`src/rtl/w4823_cmem_ctrl_if.sv`:
```
// Bus bundle for the coefficient-memory load controller.
// Covers the config, stream, FIR-busy and CMEM write signals. The master side drives config and stream.
interface w4823_cmem_ctrl_if #(
  parameter int unsigned AW = 6,
  parameter int unsigned DW = 17
);
  logic          cfg_start;
  logic [AW-1:0] cfg_base;
  logic [AW:0]   cfg_len;
  logic          cfg_abort;
  logic          fir_busy;
  logic          s_valid;
  logic [DW-1:0] s_data;
  logic          s_ready;
  logic [AW-1:0] caddr;
  logic [DW-1:0] cin;
  logic          cload;
  logic          busy;
  logic          done;
  logic          err;

  modport master (
    output cfg_start, cfg_base, cfg_len, cfg_abort, fir_busy, s_valid, s_data,
    input  s_ready, caddr, cin, cload, busy, done, err
  );

  modport slave (
    input  cfg_start, cfg_base, cfg_len, cfg_abort, fir_busy, s_valid, s_data,
    output s_ready, caddr, cin, cload, busy, done, err
  );
endinterface

```
`src/rtl/w4823_cmem_ctrl.sv`:
```
// Coefficient memory load controller.
// Streams a burst of words into CMEM at a wrapping address, and pauses while the FIR is reading.
module w4823_cmem_ctrl #(
  parameter int unsigned AW = 6,
  parameter int unsigned DW = 17
) (
  input logic               clk2,
  input logic               rst_n,
  w4823_cmem_ctrl_if.slave  bus
);
  localparam int unsigned LW    = AW + 1;
  localparam int unsigned DEPTH = 1 << AW;

  typedef enum logic {IDLE = 1'b0, LOAD = 1'b1} state_e;

  state_e        state_q, state_d;
  logic [AW-1:0] ptr_q, ptr_d;
  logic [LW-1:0] rem_q, rem_d;
  logic [AW-1:0] caddr_q, caddr_d;
  logic [DW-1:0] cin_q, cin_d;
  logic          cload_q, cload_d;
  logic          done_q, done_d;
  logic          err_q, err_d;
  logic          busy_q;
  logic          len_ok;
  logic          accept;

  // Abort takes priority over a word offered in the same cycle
  assign bus.s_ready = (state_q == LOAD) & ~bus.fir_busy & (rem_q != '0);
  assign accept      = bus.s_valid & bus.s_ready & ~bus.cfg_abort;
  assign len_ok      = (bus.cfg_len != '0) && (bus.cfg_len <= LW'(DEPTH));

  always_comb begin
    state_d = state_q;
    ptr_d   = ptr_q;
    rem_d   = rem_q;
    caddr_d = caddr_q;
    cin_d   = cin_q;
    cload_d = 1'b0;
    done_d  = 1'b0;
    err_d   = err_q;
    case (state_q)
      IDLE: begin
        if (bus.cfg_start) begin
          if (len_ok) begin
            state_d = LOAD;
            ptr_d   = bus.cfg_base;
            rem_d   = bus.cfg_len;
            err_d   = 1'b0;
          end else begin
            err_d = 1'b1;
          end
        end
      end
      LOAD: begin
        if (bus.cfg_abort) begin
          state_d = IDLE;
          rem_d   = '0;
          err_d   = 1'b1;
        end else begin
          if (bus.cfg_start) err_d = 1'b1;
          // The address pointer wraps naturally at the top of CMEM
          if (accept) begin
            cload_d = 1'b1;
            caddr_d = ptr_q;
            cin_d   = bus.s_data;
            ptr_d   = ptr_q + AW'(1);
            rem_d   = rem_q - LW'(1);
            if (rem_q == LW'(1)) begin
              done_d  = 1'b1;
              state_d = IDLE;
            end
          end
        end
      end
      default: state_d = IDLE;
    endcase
  end

  // A reset also discards any write being registered on the same edge
  always_ff @(posedge clk2) begin
    if (!rst_n) begin
      state_q <= IDLE;
      ptr_q   <= '0;
      rem_q   <= '0;
      caddr_q <= '0;
      cin_q   <= '0;
      cload_q <= 1'b0;
      done_q  <= 1'b0;
      err_q   <= 1'b0;
      busy_q  <= 1'b0;
    end else begin
      state_q <= state_d;
      ptr_q   <= ptr_d;
      rem_q   <= rem_d;
      caddr_q <= caddr_d;
      cin_q   <= cin_d;
      cload_q <= cload_d;
      done_q  <= done_d;
      err_q   <= err_d;
      busy_q  <= (state_d == LOAD);
    end
  end

  assign bus.caddr = caddr_q;
  assign bus.cin   = cin_q;
  assign bus.cload = cload_q;
  assign bus.done  = done_q;
  assign bus.err   = err_q;
  assign bus.busy  = busy_q;
endmodule

```
`src/flat_wrapper.sv`:
```
// flat-port wrapper written by rule: the top's interface ports become plain ports
module w4823_cmem_ctrl_flat 
#(
  parameter int unsigned AW = 6,
  parameter int unsigned DW = 17
)
  (clk2, rst_n, bus_cfg_start, bus_cfg_base, bus_cfg_len, bus_cfg_abort, bus_fir_busy, bus_s_valid, bus_s_data, bus_s_ready, bus_caddr, bus_cin, bus_cload, bus_busy, bus_done, bus_err);
  w4823_cmem_ctrl_if #(.AW(AW), .DW(DW)) bus_i ();
  input logic clk2;
  input logic rst_n;
  input wire logic [$bits(bus_i.cfg_start)-1:0] bus_cfg_start;
  input wire logic [$bits(bus_i.cfg_base)-1:0] bus_cfg_base;
  input wire logic [$bits(bus_i.cfg_len)-1:0] bus_cfg_len;
  input wire logic [$bits(bus_i.cfg_abort)-1:0] bus_cfg_abort;
  input wire logic [$bits(bus_i.fir_busy)-1:0] bus_fir_busy;
  input wire logic [$bits(bus_i.s_valid)-1:0] bus_s_valid;
  input wire logic [$bits(bus_i.s_data)-1:0] bus_s_data;
  output wire logic [$bits(bus_i.s_ready)-1:0] bus_s_ready;
  output wire logic [$bits(bus_i.caddr)-1:0] bus_caddr;
  output wire logic [$bits(bus_i.cin)-1:0] bus_cin;
  output wire logic [$bits(bus_i.cload)-1:0] bus_cload;
  output wire logic [$bits(bus_i.busy)-1:0] bus_busy;
  output wire logic [$bits(bus_i.done)-1:0] bus_done;
  output wire logic [$bits(bus_i.err)-1:0] bus_err;
  assign bus_i.cfg_start = bus_cfg_start;
  assign bus_i.cfg_base = bus_cfg_base;
  assign bus_i.cfg_len = bus_cfg_len;
  assign bus_i.cfg_abort = bus_cfg_abort;
  assign bus_i.fir_busy = bus_fir_busy;
  assign bus_i.s_valid = bus_s_valid;
  assign bus_i.s_data = bus_s_data;
  assign bus_s_ready = bus_i.s_ready;
  assign bus_caddr = bus_i.caddr;
  assign bus_cin = bus_i.cin;
  assign bus_cload = bus_i.cload;
  assign bus_busy = bus_i.busy;
  assign bus_done = bus_i.done;
  assign bus_err = bus_i.err;
  w4823_cmem_ctrl #(.AW(AW), .DW(DW)) u_core (.clk2(clk2), .rst_n(rst_n), .bus(bus_i));
endmodule
```
`config.mk`:
```
export PLATFORM = sky130hd
export DESIGN_NAME = w4823_cmem_ctrl_flat
export DESIGN_NICKNAME = d
export VERILOG_FILES = /design/src/rtl/w4823_cmem_ctrl_if.sv /design/src/rtl/w4823_cmem_ctrl.sv /design/src/flat_wrapper.sv
export SDC_FILE = /design/constraint.sdc
export NUM_CORES = 1
export LEC_CHECK = 0
export ABC_AREA = 1
export ABC_CLOCK_PERIOD_IN_PS = 4800
export CORE_MARGIN = 5
export CORE_UTILIZATION = 25
export CTS_BUF_LIST = sky130_fd_sc_hd__clkbuf_4
export CTS_CLUSTER_DIAMETER = 30
export DETAILED_ROUTE_END_ITERATION = 16
export SETUP_SLACK_MARGIN = 0.4
export SLEW_MARGIN = 20
export SYNTH_ARGS = -nofsm -noshare
export SYNTH_HDL_FRONTEND = slang
export SYNTH_SLANG_ARGS = --single-unit
```
`constraint.sdc`:
```
create_clock -name clk2 -period 4.8 [get_ports clk2]
set_clock_uncertainty 0.2 [all_clocks]
set_input_delay 0.48 -clock clk2 [delete_from_list [all_inputs] [get_ports clk2]]
set_output_delay 0.48 -clock clk2 [all_outputs]
set_load 0.005 [all_outputs]
```
# ---- After elaboration in Yosys (flattened, before gate mapping)
# Index checks and enable logic that the tools add are counted.
dict set report word_totals {
  regBits 40
  output_inout_bits 28
  elab_cells 59
  in_bits 36
}
dict set report classes {
  n_bitwise 9
  n_lt_le_gt_ge 1
  n_mux 23
  eq_ne 7
  addsub 2
  n_reduce_logical 9
}
# cell n
set op_table {}
lappend op_table {{$mux 7} 4}
lappend op_table {{$mux 6} 4}
lappend op_table {{$pmux 7 s2} 1}
lappend op_table {{$reduce_bool 7->1} 2}
lappend op_table {{$pmux 6 s2} 1}
lappend op_table {{$mux 1} 11}
lappend op_table {{$eq 7x1->1 const B} 1}
lappend op_table {{$le 7x7->1 const B} 1}
lappend op_table {{$sub 7x1->7 const B} 1}
lappend op_table {{$add 6x1->6 const B} 1}
lappend op_table {{$ne 2x2->1 const B} 3}
lappend op_table {{$ne 3x3->1 const B} 2}
lappend op_table {{$reduce_and 3->1} 2}
lappend op_table {{$not 1->1} 5}
lappend op_table {{$and 1x1->1} 4}
lappend op_table {{$pmux 1 s2} 2}
lappend op_table {{$reduce_and 4->1} 1}
lappend op_table {{$reduce_or 4->1} 1}
lappend op_table {{$reduce_or 3->1} 1}
lappend op_table {{$ne 2x1->1 const B} 1}
lappend op_table {{$reduce_and 2->1} 1}
lappend op_table {{$logic_and 1x1->1} 1}

# ---- Logic depth before layout (Yosys ltp)
dict set report logic_depth {
  word_depth 8
  depth_mapped 12
  mapped_depth_nobuf 11
}

# ---- Worst setup path before layout
# OpenSTA, ideal clock, no wires.
dict set report synth_path {
  kind {reg2reg}
  start {register u_core.rem_q[0]}
  end {register u_core.ptr_q[2]}
  slack_ns 3.190
  path_stages_with_launch 11
  required_time_ns 4.487
  arrival_ns 1.297
  setup_time_ns 0.113
  path_cell_list {dfxtp_1 > inv_1 > ha_1 > inv_1 > nor2_2 > nand2_2 > nand4_4 > buf_6 > buf_8 > a21oi_2 > nor2_1}
}
dict set report synth_between {
  elab_chain_len 6
}
# element line
set synth_lines {}
lappend synth_lines {{start: declaration} w4823_cmem_ctrl.sv:18} ;# logic [LW-1:0] rem_q, rem_d;
lappend synth_lines {{start signal: assignment} w4823_cmem_ctrl.sv:95} ;# rem_q <= rem_d;
lappend synth_lines {{$reduce_bool 7->1} w4823_cmem_ctrl.sv:29} ;# assign bus.s_ready = (state_q == LOAD) & ~bus.fir_busy & (rem_q != '0);
lappend synth_lines {{$and 1x1->1} w4823_cmem_ctrl.sv:29}
lappend synth_lines {{$and 1x1->1 (2 in a row)} w4823_cmem_ctrl.sv:30} ;# assign accept = bus.s_valid & bus.s_ready & ~bus.cfg_abort;
lappend synth_lines {{$ne 2x2->1 (no source line)} n/a}
lappend synth_lines {{$reduce_and 4->1 (no source line)} n/a}
lappend synth_lines {{end signal: assignment} w4823_cmem_ctrl.sv:94} ;# ptr_q <= ptr_d;
lappend synth_lines {{end: declaration} w4823_cmem_ctrl.sv:17} ;# logic [AW-1:0] ptr_q, ptr_d;
# No other way between the ends.
# A chain may end at the register's enable or synchronous reset.

# ---- Worst setup path in the final report
dict set report layout_path {
  start {register u_core.state_q}
  end {output bus_s_ready}
}
dict set report layout_between {
  elab_chain_len 2
}
# element line
set layout_lines {}
lappend layout_lines {{start: declaration} w4823_cmem_ctrl.sv:16} ;# state_e state_q, state_d;
lappend layout_lines {{start signal: assignment} w4823_cmem_ctrl.sv:93} ;# state_q <= state_d;
lappend layout_lines {{$and 1x1->1 (2 in a row)} w4823_cmem_ctrl.sv:29}
lappend layout_lines {{end: declaration} flat_wrapper.sv:18} ;# output wire logic [$bits(bus_i.s_ready)-1:0] bus_s_ready;
# No other way between the ends.

==> metrics.md <==
| Metric | Value |
|---|---|
| # resized after CTS | 0 |
| Synth area leader | dfxtp_1 |
| Drt total wl | slightly above 5000 µm |
| Number of top-level pins | 64 |
| Core region area | a little over 0.008 mm² |
| Max-cap viol count | 0 |
| Final RePlAce weighted congestion | 0.8379 |
| Yosys cell types | 33 |
| Layout area overhead | 34.04% |
| Final ANT Viol Nets | 0 |
| CTS HTree Levels | 2 |
| Top cells by count, synth | nand2_1, dfxtp_1, inv_1 |
| Largest net degree at the start of global routing | between 50 and 60 |
| RSZ-0062 raised after global routing | false |
| Max Slew Vio Count | 0 |
| Crit path arrival time | roughly 2200 ps |
| Post-Syn Instances | about 280 |
| Post-synth net total | about 320 |
| Die ar. | between 0.01 and 0.015 mm² |
| First-pass GRT wire length | ~8500 µm |
| Final Cycle Share | 0.5948 |
| Cell Area, Synth | about 0.0021 mm² |
| Share of cells above drive strength 1 | 0.09440 |
| Die Y | 101.0 µm |
| EDFF count, synth | 0 |
| Setup Viol. Count Final | 0 |
| Cells on Worst Hold Path | 2 |
| Synth top area cells | dfxtp_1, o21ai_0, a21oi_1 |
| Die Wd | 101.0 µm |
| Most frequent cell after synthesis | nand2_1 |
| Sequential share of the synthesized area | 0.3869 |
| Slew margin rel. | 0.4725 |
| Worst-path maximum fanout | 17 |
| Ant diodes | 0 |
| First DRT Iteration DRCs | 32 |
| Setup Buffers After CTS | 0 |
| Synth warn | 0 |
| Vias post-DR | 1923 |
| Crit Path Class | reg -> out |
| Slew at the pin with the worst max-slew slack | just under 800 ps |
| Post-synth ARST share | 0 |
| Run status | finished clean |
| Crit end category | output port |
| Clk root buf | clkbuf_4 |
| GR Util All Layers | 0.1029 |
| Worst hold start | u_core.bus.cin[8] |
| WL per Instance | roughly 11 µm |
| Min Tclk post-route | about 2900 ps |
| Terminus of the critical flop-to-flop path | u_core.bus.cin[13] |
| DR vias/cell | approximately 4.3 |
| Remaining Overflow, GRT | 0 |
| Top cell type's share of synthesized area | 0.3869 |
| Clk_lat worst skew | roughly 340 ps |
| Row count | 33 |
| Reg2reg start | u_core.state_q |
| Hold buffer count at cts | 0 |
| Fmax achieved | 350.3 MHz |
| CTS tree | yes |
| Pre-antenna DRT Iters | 4 |
| Hpwl dp | around 3500 µm |
| Post-layout nets | 379 |
| Sink Count | 40 |
| Port bufs | 63 |
| Dominant synthesized flop cell | dfxtp_1 |
| #FFs+latches synth | 40 |
| CTS Buf Count | 5 |
| CP required | 4120 ps |
| Worst-path clk slew | between 100 and 150 ps |
| Total Power | approximately 660 µW |
| Initial Utilization | 0.2544 |
| Avg Inst Size Synth | approximately 7.3 µm² |
| Vias in the first global route | 1857 |
| DRC viols | 0 |
| Setup Total Neg Slack | 0 ps |
| R2R cell count | 5 |
| Pwr Density | 238.3 mW/mm² |
| LEAKAGE | around 0.0011 µW |
| Clock Path Buffers | 2 |
| Crit path launch type | flip-flop |
| Hold endpoint | u_core.bus.cin[8] |
| Maximum VDD drop | about 0.081 mV |
| Initial antenna violation count | 0 |
| Min-Delay Path Class | reg -> reg |
| Post-layout util | 0.3410 |
| Reg2Reg Setup Slack | approximately 2300 ps |
| Final Hold Viols | 0 |
## kinds of logic (layout without fill, tap and decap cells)
family,Yosys count,after routing,synth area share
AND/OR/NAND/NOR,102,102,0.2394
flip-flops,40,40,0.3869
AO/OA/AOI/OAI,74,74,0.1941
adder cells (fa/ha/maj),4,4,0.02418
multiplexers,1,1,0.004837
XOR/XNOR,3,3,0.01270
buffers and inverters,59,115,0.1378
## worst max-delay path, cell delays in order (launching register included)
cell and delay [ps]:
dfxtp_1 640, inv_6 160, nor2_8 140, a21boi_0 310, clkdlybuf4s50_1 570
## final cells by class
type / count / area, µm²
Clock buffer: 6 / 45.04
Timing Repair Buffer: 64 / 638.1
Clock inverter: 1 / 5.005
Inverter: 44 / 170.2
Multi-Input combinational cell: 184 / 983.4
Tap cell: 105 / 131.4
Fill cell: 877 / 5360
Sequential cell: 40 / 800.8
## how the worst max path moves through the flow
| stage | from | to | slack [ps] | cells past startpoint |
|---|---|---|---|---|
| after floorplan | u_core.rem_q[0] | u_core.ptr_q[2] | 3190 | 10 |
| after global placement | bus_fir_busy | bus_s_ready | 2100 | 4 |
| after detailed placement | bus_fir_busy | u_core.bus.cin[13] | 2100 | 5 |
| after CTS | u_core.state_q | bus_s_ready | 1910 | 4 |
| after global routing | u_core.state_q | bus_s_ready | 1780 | 4 |
| final | u_core.state_q | bus_s_ready | 1950 | 4 |
## registers in the layout, indices dropped and copies added, names as in the netlist
signal and cells:
u_core.bus.caddr 6, u_core.rem_q 7, u_core.bus.err 1, u_core.bus.done 1, u_core.state_q 1, u_core.bus.cin 17, u_core.bus.cload 1, u_core.ptr_q 6
## cell usage in the layout, fill, tap and decap left out, drive strengths merged
cell type	count
clkinv	1
inv	44
o21ai	34
dfxtp	40
nor3	1
clkdlybuf4s50	63
nand4	3
nand3	20
xor2	2
a21boi	1
o22ai	1
ha	4
xnor2	1
o211ai	1
mux2i	1
nor2	30
nand2	46
a21oi	36
buf	1
nand3b	2
o21bai	1
clkbuf	6
## metrics by stage
step	std cells	instance area (µm²)	setup slack, ps	hold slack, ps
CTS	444	2774	1910	254.2
finish	444	2774	1945	249.1
global route	444	2774	1780	265.1
floorplan	283	2069	3190	240.2
detailed placement	437	2724	2099	236.5
global placement	437	2724	2097	230.9
## report_power, final
group          switching (µW)  internal, µW
clock                     106          59.8
sequential               12.2           346
combinational            71.1          66.1
## metal layers
layer,wire [µm],track usage,up-vias
met5,0,0,-
met4,24,0.03067,0
met3,318,0.02976,3
met2,2206,0.1635,46
met1,2490,0.1348,857
li1,-,-,1017
No activity file was read; power rests on OpenSTA's default activity.
==> RTL edit 1: new RTL, same flow settings <==
`DW` is set to 17 in 3 places; all go to 34.
--- a/src/rtl/w4823_cmem_ctrl_if.sv
+++ b/src/rtl/w4823_cmem_ctrl_if.sv
@@ -2,7 +2,7 @@
 // Covers the config, stream, FIR-busy and CMEM write signals. The master side drives config and stream.
 interface w4823_cmem_ctrl_if #(
   parameter int unsigned AW = 6,
-  parameter int unsigned DW = 17
+  parameter int unsigned DW = 34
 );
   logic          cfg_start;
   logic [AW-1:0] cfg_base;
--- a/src/rtl/w4823_cmem_ctrl.sv
+++ b/src/rtl/w4823_cmem_ctrl.sv
@@ -2,7 +2,7 @@
 // Streams a burst of words into CMEM at a wrapping address, and pauses while the FIR is reading.
 module w4823_cmem_ctrl #(
   parameter int unsigned AW = 6,
-  parameter int unsigned DW = 17
+  parameter int unsigned DW = 34
 ) (
   input logic               clk2,
   input logic               rst_n,
--- a/src/flat_wrapper.sv
+++ b/src/flat_wrapper.sv
@@ -2,7 +2,7 @@
 module w4823_cmem_ctrl_flat 
 #(
   parameter int unsigned AW = 6,
-  parameter int unsigned DW = 17
+  parameter int unsigned DW = 34
 )
   (clk2, rst_n, bus_cfg_start, bus_cfg_base, bus_cfg_len, bus_cfg_abort, bus_fir_busy, bus_s_valid, bus_s_data, bus_s_ready, bus_caddr, bus_cin, bus_cload, bus_busy, bus_done, bus_err);
   w4823_cmem_ctrl_if #(.AW(AW), .DW(DW)) bus_i ();
Ports: changed (resized bus_cin and bus_s_data); port bits go from 64 to 98. No check against the original RTL was run, so the function may have changed too.
==> RTL edit 1 against the unedited design <==
Register-to-register slack got worse by 0.26 ns. Wire length grew 33%. Final cell count increased by 32%. Worst hold slack got worse by 0.0027 ns. Power increased by 48%. Global-route usage rose by 0.40 points. Synthesized cell count increased by 26%. First-iteration DRC count increased to 4.0 times the old value. Sequential share of layout area increased by 1.3 points. Area after synthesis increased by 27%. Worst setup slack gained 0.074 ns. Sequential cell count is 17 higher. Count of clock-buffer cells in the layout grew 3. Cell area up 36%. Largest cell class is now flip-flops and latches.
==> RTL edit 1: results (changes against the unedited design) <==
Synth:
- The synthesized netlist cell count is 357 (+26%).
- By area the synthesized netlist is led by dfxtp_1, a21oi_1, o21ai_0.
- The sequential cell area fraction in the yosys report is 43.30% (+4.6 points).
- The post-synthesis net count is 414 (+28%).
- The count of unique library cells instantiated by Yosys came to 26 (-21%).
- The commonest cells after synthesis are inv_1, dfxtp_1, a21oi_1, o21ai_0, nand2_1.

Place:
- The count of input and output buffers is 97 (+54%).
- The HPWL reported at the end of detailed placement was 4935 microns (+39%).
- The worst setup slack after placement is 1.926 ns (-0.1735 ns).
- The placer congestion estimate is 0.8511 (+1.6%).

Power:
- The largest vdd supply drop is 0.0001158 V (+42%).

Worst setup path:
- The arrival time reported for the critical path endpoint came to 2.10 ns (-0.07 ns).
- The endpoint of the most critical register-to-register path is u_core.ptr_q[2].
- The maximum fanout along the worst path is 16 (-1).
- The setup slack of the worst register-to-register path is 2.08 ns (-0.26 ns).

Cells and area:
- The post-layout net count was 505 (+33%).

Drt:
- The initial DRC count is 129 (+300%).
- The total number of vias is 2516 (+31%).

Outcome:
- The flow ran to the end, and the final reports show no timing, DRC or antenna violations.

Global routing:
- The first-pass GRT wire length is 11250 microns (+32%).

STA:
- The worst hold slack is 0.2464 ns (-0.002742 ns).
- The tightest slew margin relative to the limit came to 29.51% (-18 points).
- The maximum operating frequency is 359.6 MHz (+2.7%).

Min path:
- The startpoint of the worst hold path is u_core.bus.cin[19].
- The end point of the most critical hold path is u_core.bus.cin[19].

Clocking:
- The clock-pin slew of the registers on the worst-case setup and hold paths was 0.09 ns (-0.03 ns).
- The number of buffers created by CTS came to 9 (+4).
==> RTL edit 1: cell families after synthesis <==
family / after synthesis / synth area share, %
compound gates: 105 / 20.23
mux: 2 / 0.7598
simple gates: 103 / 18.52
buf+inv: 83 / 14.29
flops: 57 / 43.30
fa+ha+maj: 4 / 1.899
xor+xnor: 3 / 0.9973
==> RTL edit 1: layer usage <==
metal,vias to the layer above,routed length (microns),global-route usage [%]
li1,1320,-,-
met1,1111,3251,14.04
met2,78,2857,16.15
met3,7,506,4.367
met4,0,89,2.965
met5,-,0,0
==> RTL edit 1: layout make-up <==
type	instances	area, sq um
fill	1054	6545
sequential	57	1141
multi-input combinational	217	1117
timing repair buffer	100	993.5
inverter	63	239.0
tap	136	170.2
clock buffer	9	67.56
clock inverter	6	50.05
==> RTL edit 1: power breakdown <==
group          total [mW]  internal (mW)  switching, mW
Combinational       0.163         0.0844         0.0784
Sequential          0.503          0.489         0.0145
Clock               0.313          0.149          0.164
==> RTL edit 2: new RTL, same flow settings <==
Without the edit above. Take the reset off `caddr_q` and load it in a clocked block of its own.
--- a/src/rtl/w4823_cmem_ctrl.sv
+++ b/src/rtl/w4823_cmem_ctrl.sv
@@ -83,7 +83,6 @@
       state_q <= IDLE;
       ptr_q   <= '0;
       rem_q   <= '0;
-      caddr_q <= '0;
       cin_q   <= '0;
       cload_q <= 1'b0;
       done_q  <= 1'b0;
@@ -93,13 +92,16 @@
       state_q <= state_d;
       ptr_q   <= ptr_d;
       rem_q   <= rem_d;
-      caddr_q <= caddr_d;
       cin_q   <= cin_d;
       cload_q <= cload_d;
       done_q  <= done_d;
       err_q   <= err_d;
       busy_q  <= (state_d == LOAD);
     end
+  end
+
+  always_ff @(posedge clk2) begin
+    caddr_q <= caddr_d;
   end
 
   assign bus.caddr = caddr_q;
Function: differs if rst_n is asserted again (counterexample within 4 cycles, from zero or initial values and one cycle with rst_n low); with rst_n held inactive, the same outputs for 10 cycles.
==> RTL edit 2 against the unedited design <==
Power increased by 8.4%. Cell area decreased by 2.8%. Wire length increased by 1.0%. Area after synthesis decreased by 6.1%. Sequential cell count unchanged. Worst setup slack improved by 0.048 ns. Die area decreased by 5.5%. Sequential share of layout area increased by 3.1 points. Critical endpoint unchanged. Largest cell class unchanged. Largest power group unchanged. Highest routed layer unchanged.
==> RTL edit 2: results (changes against the unedited design) <==
Worst setup path:
- The number of cells traversed by the worst register-to-register path was 4 (-1).
- The delay of the slowest critical-path stage is 0.61 ns (-0.03 ns).
- The setup slack of the worst register-to-register path was 2.14 ns (-0.20 ns).
- The arrival time reported for the critical path endpoint is 2.13 ns (-0.04 ns).

Cells and area:
- The non-clock buffer count in the final layout is 63 (-1.6%).
- The sequential cell area share was 31.94% (+3.1 points).
- Relative to the synthesized area, the layout overhead comes to 38.70%.
- The non-filler instance count after layout is 424 (-4.5%).
- The final sequential cell count is 40 (unchanged).

Synth:
- Sorting the synthesized cells by how often they occur yields nand2_1, dfxtp_1, a21oi_1, nor2_1, nand3_1.
- The synthesized netlist cell count was 263 (-7.1%).
- The sequential cell area fraction in the yosys report is 44.30% (+5.6 points).

Drt:
- The length of routed met2 wiring is 2477 microns (+12%).
- The wire length after detailed routing is 5092 microns (+1.0%).
- The initial DRC count was 49 (+53%).
- The routed metal-1 wirelength is 2257 microns (-9.4%).

Global routing:
- The first-pass GRT wire length is 8445 microns (-0.73%).
- The total routing resource utilization after global routing was 10.63% (+0.35 points).
- The met3 usage is 3.143% (+0.17 points).
- The met1 global-route usage came to 13.28% (-0.21 points).
- The largest net degree at the start of global routing was 30 (-48%).

Place:
- The HPWL reported at the end of detailed placement is 3711 microns (+4.9%).

Outcome:
- The run finished with clean final reports.

STA:
- The worst hold slack came to 0.2732 ns (+0.02411 ns).

Floorplan:
- The floorplan die area is 9635 sq um (-5.5%).

Min path:
- The end point of the most critical hold path is u_core.bus.cin[2].

Power:
- The largest vdd supply drop is 0.0001108 V (+36%).
- The leakage power is 1.077 nW (-2.1%).
[RTL edit 2: cell types whose count changed after synthesis, moves of 3 or more]
cell | before | now
nand2_1 | 41 | 77
a21oi_2 | 5 | 1
nor2_1 | 26 | 29
inv_1 | 39 | 15
edfxtp_1 | 0 | 6
nand2_2 | 5 | 2
o21ai_0 | 33 | 11
dfxtp_1 | 40 | 34
[RTL edit 2: cell families after synthesis]
group / count (synthesis) / share of synthesized area (%)
simple gates: 136 / 30.01
compound gates: 46 / 12.56
flops: 40 / 44.30
buf+inv: 33 / 8.692
fa+ha+maj: 4 / 2.576
xor+xnor: 3 / 1.352
mux: 1 / 0.5152
[RTL edit 2: power by group through the flow]
| stage | sequential, mW | clock (mW) | combinational [mW] |
|---|---|---|---|
| after detailed placement | 0.373 | 0 | 0.123 |
| final | 0.366 | 0.228 | 0.122 |
| after global placement | 0.373 | 0 | 0.122 |
| after global routing | 0.368 | 0.258 | 0.140 |
| after floorplan | 0.369 | 0 | 0.0752 |
| after CTS | 0.366 | 0.237 | 0.123 |
